==> src/rtl/tt_half_adder_pkg.sv <==
// -----------------------------------------------------------------------------
// tt_half_adder_pkg
//
// Shared definitions for the half-adder slice.
//   CNT_W_DEFAULT : default width of the carry-event counter
//   half_add()    : single-bit half adder, returns the packed {carry, sum}
//
// The adder is a function so the top level and any future users compute the
// result with exactly the same expression.
// -----------------------------------------------------------------------------
package tt_half_adder_pkg;

  localparam int CNT_W_DEFAULT = 8;

  // Result bit positions inside the packed value returned by half_add()
  localparam int HA_SUM_BIT   = 0;
  localparam int HA_CARRY_BIT = 1;

  // Pure combinational half adder: bit 1 is the carry, bit 0 is the sum
  function automatic logic [1:0] half_add(input logic a, input logic b);
    logic [1:0] res;
    res               = '0;
    res[HA_SUM_BIT]   = a ^ b;
    res[HA_CARRY_BIT] = a & b;
    return res;
  endfunction

endpackage

==> src/rtl/sat_counter.sv <==
// -----------------------------------------------------------------------------
// sat_counter
//
// Saturating up-counter with a clock enable and synchronous active-low reset.
//
// Ports:
//   clk    in   rising-edge clock
//   rst_n  in   synchronous active-low reset, wins over ena
//   ena    in   1 = the counter may change at this edge
//   inc    in   1 = count this enabled edge
//   count  out  current count (W bits), sticks at all-ones
//   sat    out  high while count is all-ones
// -----------------------------------------------------------------------------
module sat_counter #(
  parameter int W = 8
) (
  input  logic         clk,
  input  logic         rst_n,
  input  logic         ena,
  input  logic         inc,
  output logic [W-1:0] count,
  output logic         sat
);

  logic [W-1:0] count_q;
  logic [W-1:0] count_d;
  logic         sat_w;

  localparam logic [W-1:0] ONE = {{(W-1){1'b0}}, 1'b1};

  // Saturation is decoded straight from the register so it can never disagree
  // with the count value that is visible on the output.
  assign sat_w = (count_q == {W{1'b1}});

  // Next-count logic: step by one on an enabled, counted edge, but stop at
  // all-ones instead of wrapping back to zero.
  always_comb begin
    count_d = count_q;
    if (ena && inc && !sat_w) begin
      count_d = count_q + ONE;
    end
  end

  // Counter register; reset is sampled on every rising edge whether or not
  // the enable is active.
  always_ff @(posedge clk) begin
    if (!rst_n) begin
      count_q <= '0;
    end else begin
      count_q <= count_d;
    end
  end

  assign count = count_q;
  assign sat   = sat_w;

endmodule

==> src/rtl/tt_um_half_adder.sv <==
// -----------------------------------------------------------------------------
// tt_um_half_adder
//
// Single-bit half adder with a purely combinational result and a registered
// shadow copy plus a saturating count of sampled carry events.
//
// Ports:
//   clk        in   rising-edge clock
//   rst_n      in   synchronous active-low reset (priority over ena)
//   ena        in   clock enable for every register; 1 = update
//   a, b       in   addend bits
//   sum        out  a ^ b, combinational, independent of clock/reset
//   carry      out  a & b, combinational, independent of clock/reset
//   sum_q      out  sum sampled at the last enabled edge
//   carry_q    out  carry sampled at the last enabled edge
//   valid_q    out  high once sum_q/carry_q hold a sample taken after reset
//   carry_cnt  out  saturating count of enabled edges that sampled carry = 1
//   cnt_sat    out  high while carry_cnt is all-ones
// -----------------------------------------------------------------------------
module tt_um_half_adder
  import tt_half_adder_pkg::*;
#(
  parameter int CNT_W = CNT_W_DEFAULT
) (
  input  logic             clk,
  input  logic             rst_n,
  input  logic             ena,
  input  logic             a,
  input  logic             b,
  output logic             sum,
  output logic             carry,
  output logic             sum_q,
  output logic             carry_q,
  output logic             valid_q,
  output logic [CNT_W-1:0] carry_cnt,
  output logic             cnt_sat
);

  logic [1:0] ha_res;

  logic sum_reg_q;
  logic sum_reg_d;
  logic carry_reg_q;
  logic carry_reg_d;
  logic valid_reg_q;
  logic valid_reg_d;

  // The combinational result must work with the clock stopped and reset never
  // applied, so it is taken straight from the inputs with no register in the
  // path.
  assign ha_res = half_add(a, b);
  assign sum    = ha_res[HA_SUM_BIT];
  assign carry  = ha_res[HA_CARRY_BIT];

  // Next-state for the result shadow: capture the live result on an enabled
  // edge, otherwise hold everything including the valid flag.
  always_comb begin
    sum_reg_d   = sum_reg_q;
    carry_reg_d = carry_reg_q;
    valid_reg_d = valid_reg_q;
    if (ena) begin
      sum_reg_d   = sum;
      carry_reg_d = carry;
      valid_reg_d = 1'b1;
    end
  end

  // Result shadow registers; reset clears them even when ena is low so that
  // valid_q drops at the reset edge.
  always_ff @(posedge clk) begin
    if (!rst_n) begin
      sum_reg_q   <= 1'b0;
      carry_reg_q <= 1'b0;
      valid_reg_q <= 1'b0;
    end else begin
      sum_reg_q   <= sum_reg_d;
      carry_reg_q <= carry_reg_d;
      valid_reg_q <= valid_reg_d;
    end
  end

  assign sum_q   = sum_reg_q;
  assign carry_q = carry_reg_q;
  assign valid_q = valid_reg_q;

  // Carry-event statistics: every enabled edge is a sample, and samples with
  // a carry are counted until the counter pins at all-ones.
  sat_counter #(
    .W (CNT_W)
  ) u_carry_counter (
    .clk   (clk),
    .rst_n (rst_n),
    .ena   (ena),
    .inc   (carry),
    .count (carry_cnt),
    .sat   (cnt_sat)
  );

endmodule

==> config.mk <==
export PLATFORM = sky130hd
export DESIGN_NAME = tt_um_half_adder
export DESIGN_NICKNAME = d
export VERILOG_FILES = /design/src/rtl/tt_half_adder_pkg.sv /design/src/rtl/sat_counter.sv /design/src/rtl/tt_um_half_adder.sv
export SDC_FILE = /design/constraint.sdc
export NUM_CORES = 1
export LEC_CHECK = 0
export CAP_MARGIN = 20
export CORE_AREA = 2 2 39 41
export CTS_BUF_LIST = sky130_fd_sc_hd__clkbuf_8 sky130_fd_sc_hd__clkbuf_16
export CTS_CLUSTER_DIAMETER = 80
export CTS_CLUSTER_SIZE = 25
export DETAILED_ROUTE_END_ITERATION = 12
export DIE_AREA = 0 0 41 43
export HOLD_SLACK_MARGIN = 0.05
export PLACE_DENSITY = 0.7
export SLEW_MARGIN = 30
export SYNTH_ARGS = -nofsm -noshare
export SYNTH_HDL_FRONTEND = slang
export SYNTH_SLANG_ARGS = --single-unit
export TNS_END_PERCENT = 10
==> constraint.sdc <==
create_clock -name clk -period 2.51 [get_ports clk]
set_clock_uncertainty 0.2 [all_clocks]
set_input_delay 0.251 -clock clk [delete_from_list [all_inputs] [get_ports clk]]
set_output_delay 0.251 -clock clk [all_outputs]
set_load 0.01 [all_outputs]
==> impl_metrics.ini <==
[critical_path]
cp.required_ns = 2.06
startpoint_type = flip-flop
critPathMaxFanout = 5
critPathSlowestCell = clkdlybuf4s50_1
crit_start = u_carry_counter.count[0]$_SDFFE_PN0P_
arrival_ns = 1.85
regToRegSetupSlack_ns = 0.80
cp_cell_sequence = ha_1 -> nand3_1 -> nor2_1 -> clkdlybuf4s50_1
r2r_start = u_carry_counter.count[0]$_SDFFE_PN0P_
crit_type = reg2out
cp_slowest_stage_delay_ns = 0.58
crit_path_end_kind = output pin

[final_layout]
drive_gt1_share_pct = 7.89
syn_to_final_growth_pct = 49.2
fin_util_pct = 53.7
final_common_cell = clkdlybuf4s50_1
layout_common_cells = 18 x clkdlybuf4s50_1, 11 x dfxtp_1, 7 x nor2_1, 5 x a21oi_1, 4 x o21ai_0
antenna_cells = 0
nNetsFinal = 84
fillers = 140

[yosys]
synth_compound_area_share_pct = 17.1
muxShareOfSynthArea_pct = 2.01
synth-seq-area-share_pct = 44.2
synth_top_family_by_area = simple AND/OR/NAND/NOR gates
synth_area_sq_um = 498
synth-xor-area-share_pct = 3.52
ys_warn_count = 0
ys_types = 26
synth_nets = 61
netlist_instances = 54
yosys.area_share.simple_pct = 25.9
synth-seq-cells = 11
avgSynthCellArea_sq_um = 9.22
synth_adder_area_share_pct = 5.03

[route]
wl_per_cell_microns = 11.7
first_iter_violations = 2
routed_wl_microns = 1080
drc = 0
vias = 476
firstDrtPassIters = 4
antenna_left = 0
vias_per_cell = 5.17

[sta]
worstMarginPinSlew_ns = 0.368
finalMaxSlewViolations = 0
fin_setup_tns_ns = 0
final-hold-violation-count = 0
fmax_ghz = 0.434
finalCritPeriodShare_pct = 91.7
grt_setup_unrepaired = false
post-route-min-period_ns = 2.30
slew_headroom_pct = 74.9
setup_violations = 0

[run_status]
status = complete, no violations

[global_route]
gr-total-overflow = 0
grt_pass1_vias = 446
antenna_found_initial = 0
grt_max_degree = 11
grt_use_total_pct = 15.8
grt_pass1_wl_microns = 1790

[pwr]
powerDensity_nw_per_um2 = 532
power_leakage_nw = 0.283
ir_worst_vdd_mv = 0.361

[cts]
clkSinkCount = 11
htreeDepth = 1
numCtsBuffers = 3
cts_tree = yes
clock-root-buffer = clkbuf_8
post_cts_buffers = 0
insertion_delay_ns = 0.24
clk_path_buf_depth = 2
path_clk_slew_ns = 0.05
cts.repair.resized = 0
cts-hold-fix-buffers = 0

[floorplanning]
fp.dieW_microns = 41
core_area_sq_um = 1380
rows = 14
ios = 19
die_h_microns = 43
dieArea_sq_um = 1760
start_util_pct = 36.0

[hold_path]
hold_path.class = reg2reg
hp-start = valid_q$_SDFFE_PN0P_

[placement]
io_buffers = 18
gp_routability_congestion = 0.749
dpl.hpwl_microns = 814

[flow_run]
maxCapViolCount = 0
power breakdown:
group	internal [W]	total, W	switching, W	leakage, nW
sequential	0.000179	0.000183	0.00000357	0.0894
clock	0.000107	0.000175	0.0000678	0.0269
combinational	0.0000217	0.0000376	0.0000159	0.167
total	0.000308	0.000396	0.0000873	0.283
cell type report:
class	count	area (sq um)	area share, %
repair buffers	18	180	24.2
multi-input cells	40	267	35.9
flip-flops and latches	11	220	29.6
clock inverters	1	3.75	0.505
inverters	3	11.3	1.52
clock buffers	3	41.3	5.56
well taps	16	20.0	2.69
critical path, delay by kind of cell, from the launching register on:
| family | cells | cell delay (ns) |
|---|---|---|
| adder cells (fa/ha/maj) | 1 | 0.25 |
| flip-flops | 1 | 0.44 |
| buffers and inverters | 1 | 0.58 |
| AND/OR/NAND/NOR | 2 | 0.34 |
logic make-up (layout without fill, tap and decap cells):
logic type,after synthesis,after routing
compound gates,14,14
flops,11,11
mux,1,1
buf+inv,3,25
simple gates,21,21
fa+ha+maj,2,2
xor+xnor,2,2
stage by stage:
stage / cell area, sq um / hold slack [ns] / cells / total power (W) / setup WS [ns]
after floorplan: 498 / 0.167 / 54 / 0.000201 / 0.839
after global placement: 698 / 0.265 / 88 / 0.000224 / 0.457
after detailed placement: 698 / 0.264 / 88 / 0.000224 / 0.453
after CTS: 743 / 0.275 / 92 / 0.000401 / 0.206
after global routing: 743 / 0.301 / 92 / 0.000413 / 0.101
final: 743 / 0.268 / 92 / 0.000396 / 0.207
registers in the layout, summed over array words and instances (netlist names):
| register | count |
|---|---|
| sum_q | 1 |
| valid_q | 1 |
| u_carry_counter.count | 8 |
| carry_q | 1 |
synth_stat cells, drive strengths merged:
master / number / area, sq um
a2111oi: 1 / 8.76
a21oi: 5 / 25.0
a311oi: 1 / 8.76
and2: 1 / 8.76
and3: 1 / 6.26
and4: 1 / 10.0
clkinv: 1 / 3.75
dfxtp: 11 / 220
ha: 2 / 25.0
inv: 2 / 7.51
mux2i: 1 / 10.0
nand2: 2 / 7.51
nand3: 2 / 10.0
nand4: 2 / 27.5
nor2: 7 / 26.3
nor2b: 1 / 6.26
nor3: 1 / 5.00
nor3b: 1 / 7.51
o211ai: 1 / 7.51
o21a: 1 / 7.51
o21ai: 4 / 20.0
o31ai: 1 / 7.51
or3: 1 / 6.26
or4: 1 / 7.51
xor2: 2 / 17.5
path summary, 6_finish.rpt:
kind	to	cells after the start
hold reg to reg	valid_q$_SDFFE_PN0P_	2
hold / removal	valid_q$_SDFFE_PN0P_	2
setup / recovery	cnt_sat	4
setup reg to reg	u_carry_counter.count[5]$_SDFFE_PN0P_	5
per-layer routing:
| layer | wire (microns) | global-route usage, % |
|---|---|---|
| met1 | 481 | 18.5 |
| met2 | 464 | 21.6 |
| met3 | 87 | 5.24 |
| met4 | 44 | 14.0 |
| met5 | 0 | 0 |
No activity file was read; power rests on OpenSTA's default activity.
==> RTL edit 1 (same settings) <==
The package constant `CNT_W_DEFAULT` goes from 8 to 10.
--- a/src/rtl/tt_half_adder_pkg.sv
+++ b/src/rtl/tt_half_adder_pkg.sv
@@ -10,7 +10,7 @@
 // -----------------------------------------------------------------------------
 package tt_half_adder_pkg;
 
-  localparam int CNT_W_DEFAULT = 8;
+  localparam int CNT_W_DEFAULT = 10;
 
   // Result bit positions inside the packed value returned by half_add()
   localparam int HA_SUM_BIT   = 0;
Interface: changed (resized carry_cnt); port bits go from 19 to 21. The function was not compared with the original's and may differ.
==> RTL edit 1 against the unedited design <==
Clock power is 4% higher; wire length is 27% higher; worst hold slack better by 0.00088 ns; combinational power is 6.6% higher; maximum frequency is 2.0% lower; total power is 10% higher; first-iteration DRC count grew to 3.5 times the old value; design area is 20% higher; sequential cell count is 2 higher; area after synthesis is 28% higher; worst setup slack worse by 0.047 ns; register-to-register slack worse by 0.08 ns; sequential share of layout area is 0.46 points lower; critical path type unchanged; critical endpoint unchanged; largest power group unchanged.
==> RTL edit 1: results (changes against the unedited design) <==
stage,metric,value,unit,change
routing,Via Count,590,,+24%
routing,Met2 Routed Length,592,um,+28%
worst_setup_path,slowest cell delay on critical path,0.60,ns,+0.02 ns
final_layout,final net count,97,,+15%
grt,vias in the first global route,527,,+18%
final_layout,max FFs per register,10,,+2
grt,first-pass GRT wire length,2283,um,+28%
grt,pin count of the biggest net entering global routing,14,,+3
placed_design,Buffers on Ports,20,,+2
routing,WL met1,665,um,+38%
worst_setup_path,worst path arrival time,1.90,ns,+0.05 ns
power,VDD IR max,0.3483,mV,-3.5%
routing,initial DRC count,7,,+5
synthesis,sequential cell area fraction in the yosys report,0.4094,,-0.03276
synthesis,commonest cells in the synthesized netlist,"dfxtp_1, nand2_1, nand3_1, nor2_1",,
synthesis,Synth Net Count,74,,+21%
synthesis,Synth area leaders,"dfxtp_1, ha_1, o311a_4",,
synthesis,synth unique cells,33,,+27%
final_layout,fraction of layout cells with a size suffix above 1,0.1124,,+0.03341
placed_design,DP HPWL,981.4,um,+21%
placed_design,Placer Congestion,0.8326,,+11%
sta,Slew HR,0.7120,,-0.03651
power,Pleak,0.3504,nW,+24%
routing,WL met3,86,um,-1.1%
run_status,status,finished clean,,
placed_design,dpl cell area,847.1,um2,+21%
grt,gr usage total,0.1958,,+0.03766
## RTL edit 1: power by group
| part | internal (mW) | leakage (nW) | switching (mW) |
|---|---|---|---|
| clock | 0.108 | 0.0269 | 0.0735 |
| combinational | 0.0238 | 0.218 | 0.0163 |
| sequential | 0.211 | 0.105 | 0.00290 |
## RTL edit 1: metrics by stage
stage / cells / setup WS, ns / utilization
finish: 105 / 0.1608 / 0.6447
global route: 105 / 0.02093 / 0.6447
CTS: 105 / 0.1474 / 0.6447
detailed placement: 101 / 0.4328 / 0.6121
global placement: 101 / 0.3548 / 0.6121
floorplan: 67 / 0.7666 / -
## RTL edit 1: logic make-up after synthesis
group	Yosys count	share of synthesized area
fa+ha+maj	2	0.03936
compound gates	15	0.1870
simple gates	31	0.2992
flops	13	0.4094
mux	2	0.03150
xor+xnor	1	0.01378
buf+inv	3	0.01967
## RTL edit 1: final cells by class
class / instances / area [um2] / share of cell area
clock inverters: 1 / 3.754 / 0.004208
repair buffers: 20 / 200.2 / 0.2244
flip-flops and latches: 13 / 260.3 / 0.2917
multi-input cells: 51 / 362.8 / 0.4067
inverters: 1 / 3.754 / 0.004208
well taps: 16 / 20.02 / 0.02244
clock buffers: 3 / 41.29 / 0.04628
## RTL edit 1: final timing paths
check / start / to / slack [ns] / cells after the start
hold reg to reg: valid_q$_SDFFE_PN0P_ / valid_q$_SDFFE_PN0P_ / 0.27 / 1
setup / recovery: u_carry_counter.count[0]$_SDFFE_PN0P_ / cnt_sat / 0.16 / 4
hold / removal: valid_q$_SDFFE_PN0P_ / valid_q$_SDFFE_PN0P_ / 0.27 / 1
setup reg to reg: u_carry_counter.count[0]$_SDFFE_PN0P_ / u_carry_counter.count[0]$_SDFFE_PN0P_ / 0.72 / 5
## RTL edit 1: routing by layer
layer,track usage,up-vias
li1,-,299
met1,0.2680,273
met2,0.2469,14
met3,0.07853,4
met4,0.1200,0
met5,0,-
## RTL edit 1: worst register-to-register path: cells and delay by family (launching register included)
family	cells	cell delay, ns
AOI/OAI and AO/OA	1	0.41
and+or+nand+nor	2	0.28
xor gates and xnor gates	1	0.14
DFF	1	0.40
adders and majority gates	1	0.24
==> RTL edit 2 (same settings) <==
Without the edit above. Reset style: asynchronous (`rst_n`), changed in 2 clocked blocks. Comments in the files are not updated.
--- a/src/rtl/sat_counter.sv
+++ b/src/rtl/sat_counter.sv
@@ -43,7 +43,7 @@
 
   // Counter register; reset is sampled on every rising edge whether or not
   // the enable is active.
-  always_ff @(posedge clk) begin
+  always_ff @(posedge clk or negedge rst_n) begin
     if (!rst_n) begin
       count_q <= '0;
     end else begin
--- a/src/rtl/tt_um_half_adder.sv
+++ b/src/rtl/tt_um_half_adder.sv
@@ -67,7 +67,7 @@
 
   // Result shadow registers; reset clears them even when ena is low so that
   // valid_q drops at the reset edge.
-  always_ff @(posedge clk) begin
+  always_ff @(posedge clk or negedge rst_n) begin
     if (!rst_n) begin
       sum_reg_q   <= 1'b0;
       carry_reg_q <= 1'b0;
Behaviour: differs if rst_n is asserted again (counterexample within 4 cycles, from zero or initial values and one cycle with rst_n low); with rst_n held inactive, the same outputs for 10 cycles.
==> RTL edit 2 against the unedited design <==
Non-clock buffer count is the same; maximum frequency grew 8.8%; sequential cell count is the same; critical path depth is the same; critical endpoint unchanged; worst setup slack gained 0.19 ns; utilization grew 0.54 points; design area grew 1.0%; wire length shrank 13%; final cell count shrank 13%; area after synthesis grew 1.5%.
Power is not compared: it rests on default switching activity, and its combinational part moved more than twofold at a synthesized area within 25%.
==> RTL edit 2: results (changes against the unedited design) <==
stage,metric,value,unit,change
grt,first-pass GRT wire length,1635,um,-8.5%
routing,DRT Pass-1 Iters,4,,unchanged
synthesis,"Avg Cell Area, Syn",12.04,um2,+31%
synthesis,asr flop ratio synth,1.000,,+1.000
grt,initial antenna violation count,0,,unchanged
final_layout,Antenna diodes,0,,unchanged
grt,gr usage total,0.1386,,-0.01947
cts,worst skew pair latency,0.23,ns,
placed_design,placed cells,76,,-14%
grt,vias in the first global route,383,,-14%
cts,post-CTS setup buffer count,0,,unchanged
routing,routed len/inst,11.76,um,+0.29%
synthesis,Synth Net Count,49,,-20%
final_layout,# fillers,128,,-8.6%
cts,Post-CTS Resized,0,,unchanged
cts,maximum clock insertion buffer count,2,,unchanged
worst_setup_path,reg2reg end,u_carry_counter.count[1]$_DFFE_PN0P_,,
cts,Clock Pin Slew Worst Setup and Hold Paths,0.05,ns,about the same
grt,M2 GR Usage,0.1875,,-0.02813
worst_setup_path,"reg-to-reg slack, setup",0.91,ns,+0.11 ns
routing,detailed-route wire length,941,um,-13%
worst_setup_path,RR Startpoint,u_carry_counter.count[3]$_DFFE_PN0P_,,
run_status,status,finished clean,,
routing,Via Count,398,,-16%
grt,routing usage on met1,0.1959,,+0.01088
worst_setup_path,crit path max fanout,7,,+2
synthesis,warnings from Yosys,0,,unchanged
cts,TritonCTS Buffers,3,,unchanged
placed_design,DP HPWL,716.2,um,-12%
routing,initial DRC count,3,,+1
grt,M3 GR Usage,0.03141,,-0.02094
min_path,HP Class,primary input to asynchronous set/reset pin,,
synthesis,commonest cells in the synthesized netlist,"dfrtp_1, a31oi_1, xnor2_1, nor2_1",,
sta,Slew HR,0.6601,,-0.08845
synthesis,"area leader, netlist",dfrtp_1,,
synthesis,sequential cell area fraction in the yosys report,0.5446,,+0.1023
power,VDD IR max,0.3995,mV,
synthesis,synth unique cells,20,,-23%
cts,Root Driver,clkbuf_8,,
placed_design,Buffers on Ports,18,,unchanged
final_layout,fraction of layout cells with a size suffix above 1,0.1563,,+0.07730
final_layout,final net count,72,,-14%
grt,pin count of the biggest net entering global routing,12,,+1
power,Pleak,0.3005,nW,
placed_design,dpl cell area,705.7,um2,+1.1%
final_layout,max FFs per register,8,,unchanged
worst_setup_path,R2R depth,4,,-1
cts,H-tree levels,1,,unchanged
placed_design,Placer Congestion,0.7068,,-5.6%
synthesis,Synth area leaders,"dfrtp_1, xnor2_1, a31oi_1",,
[RTL edit 2: cell types whose count changed in the layout (fill, tap and decap cells not counted), moves of 2 or more]
cell / unedited run / this run
nand2_2: 0 / 2
xor2_1: 2 / 0
a31oi_1: 0 / 4
o21ai_0: 4 / 1
a21oi_1: 5 / 2
dfrtp_1: 0 / 11
xnor2_1: 0 / 4
nor2_1: 7 / 3
dfxtp_1: 11 / 0
nand2_1: 2 / 0
[RTL edit 2: worst max path at each step]
stage	startpoint	to	slack [ns]
6_report	u_carry_counter.count[3]$_DFFE_PN0P_	cnt_sat	0.39
5_1_grt	u_carry_counter.count[3]$_DFFE_PN0P_	cnt_sat	0.32
4_1_cts	u_carry_counter.count[3]$_DFFE_PN0P_	cnt_sat	0.37
3_5_place_dp	a	sum	0.58
3_3_place_gp	a	carry	0.59
2_1_floorplan	u_carry_counter.count[3]$_DFFE_PN0P_	u_carry_counter.count[1]$_DFFE_PN0P_	0.93
[RTL edit 2: logic make-up (layout without fill, tap and decap cells)]
logic type / count (synthesis) / in the layout / synth area share
xor gates and xnor gates: 4 / 4 / 0.06930
buffers and inverters: 2 / 24 / 0.01484
AOI/OAI and AO/OA: 10 / 10 / 0.1287
muxes: 2 / 2 / 0.04455
adders and majority gates: 2 / 2 / 0.04950
DFF: 11 / 11 / 0.5445
and+or+nand+nor: 11 / 11 / 0.1485
[RTL edit 2: cell type report]
cell class / count / area share
clock buffer: 3 / 0.05500
clock inverter: 1 / 0.005000
inverter: 2 / 0.01000
multi-input combinational: 29 / 0.2967
sequential: 11 / 0.3667
tap: 16 / 0.02667
timing repair buffer: 18 / 0.2400
[RTL edit 2: critical path, cell delays in order (launching register included)]
cell and delay (ns):
dfrtp_1 0.42, and3_4 0.24, nand3_4 0.12, nor2_1 0.12
clkdlybuf4s50_1 0.54
[RTL edit 2: layer usage]
layer	up-vias	routed length, um
met5	-	0
met4	0	0
met3	0	64
met2	18	425
met1	183	451
li1	197	-
[RTL edit 2: where the power goes]
group | switching [mW] | leakage (nW) | internal [mW]
clock | 0.0609 | 0.0269 | 0.107
sequential | 0.0478 | 0.137 | 0.220
combinational | 0.0794 | 0.137 | 0.119
[RTL edit 2: per-stage QoR]
step / util / hold slack [ns] / power (mW) / worst slack [ns]
floorplan: - / -0.2446 / 0.3550 / 0.9295
global placement: 0.5099 / 0.2574 / 0.4681 / 0.5910
detailed placement: 0.5099 / 0.2615 / 0.4710 / 0.5793
CTS: 0.5425 / 0.1701 / 0.6406 / 0.3745
global route: 0.5425 / 0.1989 / 0.6768 / 0.3165
finish: 0.5425 / 0.1568 / 0.6340 / 0.3927
